**src/rtl/tile_bus_responder.sv**
```systemverilog
// Slot-side target for the Dock I/O bus: answers /CS cycles with programmable wait states,
// serves a 4-entry register file and vector fetches, and raises level interrupt requests.
module tile_bus_responder #(
  parameter int          NUM_CH   = 2,
  parameter int          WAIT_CYC = 1,
  parameter logic [7:0]  SPUR_VEC = 8'hFF,
  parameter int          REG_AW   = 2
) (
  input  logic              clk,
  input  logic              rst,
  input  logic              cs_n,
  input  logic              io_r_w_,
  input  logic [REG_AW-1:0] addr,
  input  logic [7:0]        wdata,
  output logic [7:0]        rdata,
  output logic              rdata_oe,
  output logic              ready_n,
  input  logic              slot_ack,
  input  logic [NUM_CH-1:0] evt,
  output logic [NUM_CH-1:0] int_req
);

  localparam logic [1:0] S_IDLE  = 2'd0;
  localparam logic [1:0] S_WAIT  = 2'd1;
  localparam logic [1:0] S_READY = 2'd2;

  localparam logic [3:0] CNT_LOAD = (WAIT_CYC > 0) ? 4'(WAIT_CYC - 1) : 4'd0;

  logic [1:0]        state;
  logic [3:0]        cnt;
  logic              served;
  logic              cs_n_q;
  logic [NUM_CH-1:0] ie;
  logic [NUM_CH-1:0] pend;
  logic [7:0]        vec_base;
  logic [7:0]        scratch;

  logic              start;
  logic              act;
  logic [7:0]        reg_rd;
  logic              vec_hit;
  logic [2:0]        vec_ch;
  logic [NUM_CH-1:0] vec_sel;
  logic [NUM_CH-1:0] clr;
  logic [NUM_CH-1:0] pend_next;

  // Bus handshake: a cycle starts on a registered falling edge of cs_n; ready_n drops
  // together with valid rdata/rdata_oe one edge after READY is entered, and both stay
  // until cs_n rises. Any cs_n high returns the FSM to IDLE on the next edge.
  always_comb begin
    start  = cs_n_q && !cs_n;
    act    = (state == S_READY) && !served && !cs_n;

    reg_rd = '0;
    if (addr == REG_AW'(0))      reg_rd[NUM_CH-1:0] = ie;
    else if (addr == REG_AW'(1)) reg_rd[NUM_CH-1:0] = pend;
    else if (addr == REG_AW'(2)) reg_rd = vec_base;
    else                         reg_rd = scratch;

    vec_hit = 1'b0;
    vec_ch  = 3'd0;
    vec_sel = '0;
    for (int i = 0; i < NUM_CH; i++) begin
      if (!vec_hit && pend[i] && ie[i]) begin
        vec_hit    = 1'b1;
        vec_ch     = 3'(i);
        vec_sel[i] = 1'b1;
      end
    end

    clr = '0;
    if (act && !io_r_w_ && addr == REG_AW'(1)) clr = wdata[NUM_CH-1:0];
    if (act && io_r_w_ && slot_ack)            clr = vec_sel;

    // A new event outranks a clear of the same bit in the same cycle.
    pend_next = (pend & ~clr) | evt;
  end

  always_ff @(posedge clk) begin
    if (rst) begin
      state    <= S_IDLE;
      cnt      <= '0;
      served   <= 1'b0;
      cs_n_q   <= 1'b0;
      ie       <= '0;
      pend     <= '0;
      vec_base <= '0;
      scratch  <= '0;
      rdata    <= '0;
      rdata_oe <= 1'b0;
      ready_n  <= 1'b1;
      int_req  <= '0;
    end else begin
      cs_n_q  <= cs_n;
      pend    <= pend_next;
      int_req <= pend & ie;
      if (cs_n) begin
        state    <= S_IDLE;
        served   <= 1'b0;
        ready_n  <= 1'b1;
        rdata_oe <= 1'b0;
      end else begin
        case (state)
          S_IDLE: begin
            served <= 1'b0;
            if (start) begin
              if (WAIT_CYC == 0) begin
                state <= S_READY;
              end else begin
                state <= S_WAIT;
                cnt   <= CNT_LOAD;
              end
            end
          end
          S_WAIT: begin
            if (cnt == 4'd0) state <= S_READY;
            else             cnt   <= cnt - 4'd1;
          end
          S_READY: begin
            if (!served) begin
              served  <= 1'b1;
              ready_n <= 1'b0;
              if (!io_r_w_) begin
                if (addr == REG_AW'(0))      ie       <= wdata[NUM_CH-1:0];
                else if (addr == REG_AW'(2)) vec_base <= wdata;
                else if (addr == REG_AW'(3)) scratch  <= wdata;
              end else begin
                rdata_oe <= 1'b1;
                if (!slot_ack)    rdata <= reg_rd;
                else if (vec_hit) rdata <= vec_base + 8'(vec_ch);
                else              rdata <= SPUR_VEC;
              end
            end
          end
          default: state <= S_IDLE;
        endcase
      end
    end
  end

endmodule
```
**config.mk**
```make
export PLATFORM = sky130hd
export DESIGN_NAME = tile_bus_responder
export DESIGN_NICKNAME = d
export VERILOG_FILES = /design/src/rtl/tile_bus_responder.sv
export SDC_FILE = /design/constraint.sdc
export NUM_CORES = 1
export LEC_CHECK = 0
export CAP_MARGIN = 0
export CORE_UTILIZATION = 43
export CTS_BUF_LIST = sky130_fd_sc_hd__clkbuf_4 sky130_fd_sc_hd__clkbuf_8
export DETAILED_ROUTE_END_ITERATION = 10
export PLACE_DENSITY = 0.66
export SYNTH_ARGS = -nofsm -noshare
export SYNTH_HDL_FRONTEND = slang
export SYNTH_SLANG_ARGS = --single-unit
```
**constraint.sdc**
```tcl
create_clock -name clk -period 2.6 [get_ports clk]
set_clock_uncertainty 0.15 [all_clocks]
set_input_delay 0.52 -clock clk [delete_from_list [all_inputs] [get_ports clk]]
set_output_delay 0.52 -clock clk [all_outputs]
set_load 0.02 [all_outputs]
```
==> results_dict.tcl <==
set metrics [dict create \
    status "completed" \
    cts_root_buf "clkbuf_8" \
    ios 29 \
    die_area_um2 4624 \
    final-max-slew-violation-count 0 \
    top_layer_used "met4" \
    critPathRequiredTime_ns 2.64 \
    ant_nets 0 \
    grt_pass1_vias 1532 \
    syn_inst 198 \
    min_path_type "reg2reg" \
    syn_area_um2 1873 \
    cellLeakagePower_nw 0.9286 \
    nets 253 \
    finalSetupTns_ns 0 \
    ys_seq_elements 40 \
    reg2reg_slack_ns 0.41 \
    cts_max_level 2 \
    synth.cells.most_frequent "dfxtp_1, nor2_1, mux2i_1" \
    arrival_ns 2.22 \
    grt_pass1_wl_um 6727 \
    power_density_nw_per_um2 516.8 \
    synth_edf_count 0 \
    die_h_um 68 \
    numCtsBuffers 5 \
    rr_startpoint "cnt[0]$_SDFFE_PP0P_" \
    finalWirelength_um 4045 \
    firstDrtPassIters 4 \
    met3_wirelength_um 177 \
    start_util_pct 45.84 \
    coreArea_um2 4086 \
    clk_latency_ns 0.29 \
    whs_ns 0.3096 \
    cts.path.max_buffers 2 \
    syn_to_final_growth_pct 25.18 \
    rr_worst_depth 7 \
    postCtsResizedCells 0 \
    rows 23 \
    rsz0062_at_grt "no" \
    cts_sinks 40 \
    drc 0 \
    grt_use_total_pct 19.64 \
    die_x_um 68 \
    viasPerCell 5.572 \
    first_iter_violations 67 \
    setup_viol 0 \
    io_buffers 28 \
    synthFlopType "dfxtp_1" \
    synth_top_area_share_pct 42.75 \
    rr_endpoint "cnt[2]$_SDFFE_PP0P_" \
    yosys.cell_types.count 44 \
    startpoint "cnt[0]$_SDFFE_PP0P_" \
    synth_top_cell_by_area "dfxtp_1" \
    yosysWarnings 0 \
    grt_start_max_net_pins 30 \
    critPathMaxFanout 7 \
    yosysSeqAreaShare_pct 42.75 \
    routedWlPerCell_um 14.29 \
    post-cts-setup-buffers 0 \
    cts_tree "yes" \
    wirelength_met1_um 1925 \
    tightest_slew_ns 0.4385 \
    final_layout_size_suffix_gt1_share_pct 12.45 \
    hold_viol_final 0 \
    period_needed_ns 2.186 \
    max_cap_violations 0 \
    syn_nets 219 \
    synthArstFlopShare_pct 0 \
    gp_congestion 0.7903 \
    antenna_found_initial 0 \
    worst_ir_drop_vdd_mv 0.2949 \
    worstSetupPathType "reg2reg" \
    synth.area.top_cells "dfxtp_1, mux2i_1, nor2_1" \
    route.met2.wl_um 1907 \
    grt_overflow 0 \
    period_share_pct 84.09 \
    worstSetupEndpointType "register" \
    dr_total_vias 1577 \
    syn_area_per_cell_um2 9.460 \
    max_slew_margin_pct 70.68 \
    yosysMostFrequentCell "dfxtp_1" \
    start_kind "register" \
    fmax_mhz 457.4 \
    cp-endpoint "cnt[2]$_SDFFE_PP0P_" \
    holdBufCountCts 0 \
    hpwl_um 3028 \
    diodes 0 \
    clk_pin_slew_ns 0.08 \
]
-- per-layer routing --
metal / GRT usage (%) / up-vias
met2: 33.21 / 42
met1: 23.24 / 742
met5: 0 / -
li1: - / 789
met3: 4.500 / 4
met4: 9.375 / 0
-- cell families (layout without fill, tap and decap cells) --
family	Yosys count	in the layout	synth area share [%]
xor gates and xnor gates	2	2	0.9354
DFF	40	40	42.75
adders and majority gates	4	4	2.672
and+or+nand+nor	73	73	20.91
muxes	26	26	15.63
AOI/OAI and AO/OA	40	40	13.83
buffers and inverters	13	48	3.273
-- power breakdown --
part | switching [mW] | internal (mW) | total [mW]
Clock | 0.218 | 0.284 | 0.502
Sequential | 0.00597 | 0.618 | 0.624
Combinational | 0.0409 | 0.0447 | 0.0856
Total | 0.265 | 0.946 | 1.21
-- stage by stage --
stage	utilization (%)	std cells	setup slack [ns]	total power, mW	instance area [um2]
2_1_floorplan	-	198	0.4347	0.6794	1873
3_3_place_gp	54.65	275	0.1929	0.7217	2233
3_5_place_dp	54.65	275	0.1417	0.7237	2233
4_1_cts	57.38	283	0.4121	1.222	2345
5_1_grt	57.38	283	0.2576	1.258	2345
6_report	57.38	283	0.4137	1.212	2345
-- worst max-delay path, cell delays in order (launching register included) --
cell      delay, ns
dfxtp_1        0.37
inv_1          0.07
ha_1           0.20
and4bb_1       0.19
or4_1          0.50
buf_4          0.18
o21bai_1       0.16
a32o_2         0.26
-- state kept, by name, summed over array words and instances (netlist names) --
register,cells
vec_base,8
pend,2
scratch,8
int_req,2
cs_n_q,1
rdata_oe,1
cnt,4
state,2
ie,2
rdata,8
ready_n,1
served,1
-- worst min path at each step --
stage	slack, ns	cells past startpoint	startpoint	end
2_1_floorplan	0.29	2	cnt[1]$_SDFFE_PP0P_	cnt[1]$_SDFFE_PP0P_
3_3_place_gp	0.29	1	rdata[6]$_SDFFE_PP0P_	rdata[6]$_SDFFE_PP0P_
3_5_place_dp	0.29	1	rdata[6]$_SDFFE_PP0P_	rdata[6]$_SDFFE_PP0P_
4_1_cts	0.31	1	rdata[6]$_SDFFE_PP0P_	rdata[6]$_SDFFE_PP0P_
5_1_grt	0.33	1	rdata[6]$_SDFFE_PP0P_	rdata[6]$_SDFFE_PP0P_
6_report	0.31	1	rdata[6]$_SDFFE_PP0P_	rdata[6]$_SDFFE_PP0P_
-- cell usage in the layout (no fill, tap or decap), types with 4 or more instances in the layout --
| cell type | n |
|---|---|
| mux2_2 | 6 |
| dfxtp_1 | 40 |
| buf_4 | 9 |
| ha_1 | 4 |
| mux2i_1 | 18 |
| or3_1 | 4 |
| nand2_1 | 11 |
| a21oi_1 | 13 |
| nor2_1 | 28 |
| nand3_1 | 8 |
| clkdlybuf4s50_1 | 28 |
| clkbuf_8 | 5 |
| o21ai_0 | 7 |
-- final cells by class --
cell class	instances	area, um2
timing repair buffer	37	347.8
clock buffer	5	68.82
sequential	40	800.8
tap	50	62.56
inverter	3	11.26
multi-input combinational	145	1011
fill	382	1742
clock inverter	3	42.54
Power figures use the tool's default switching activity.
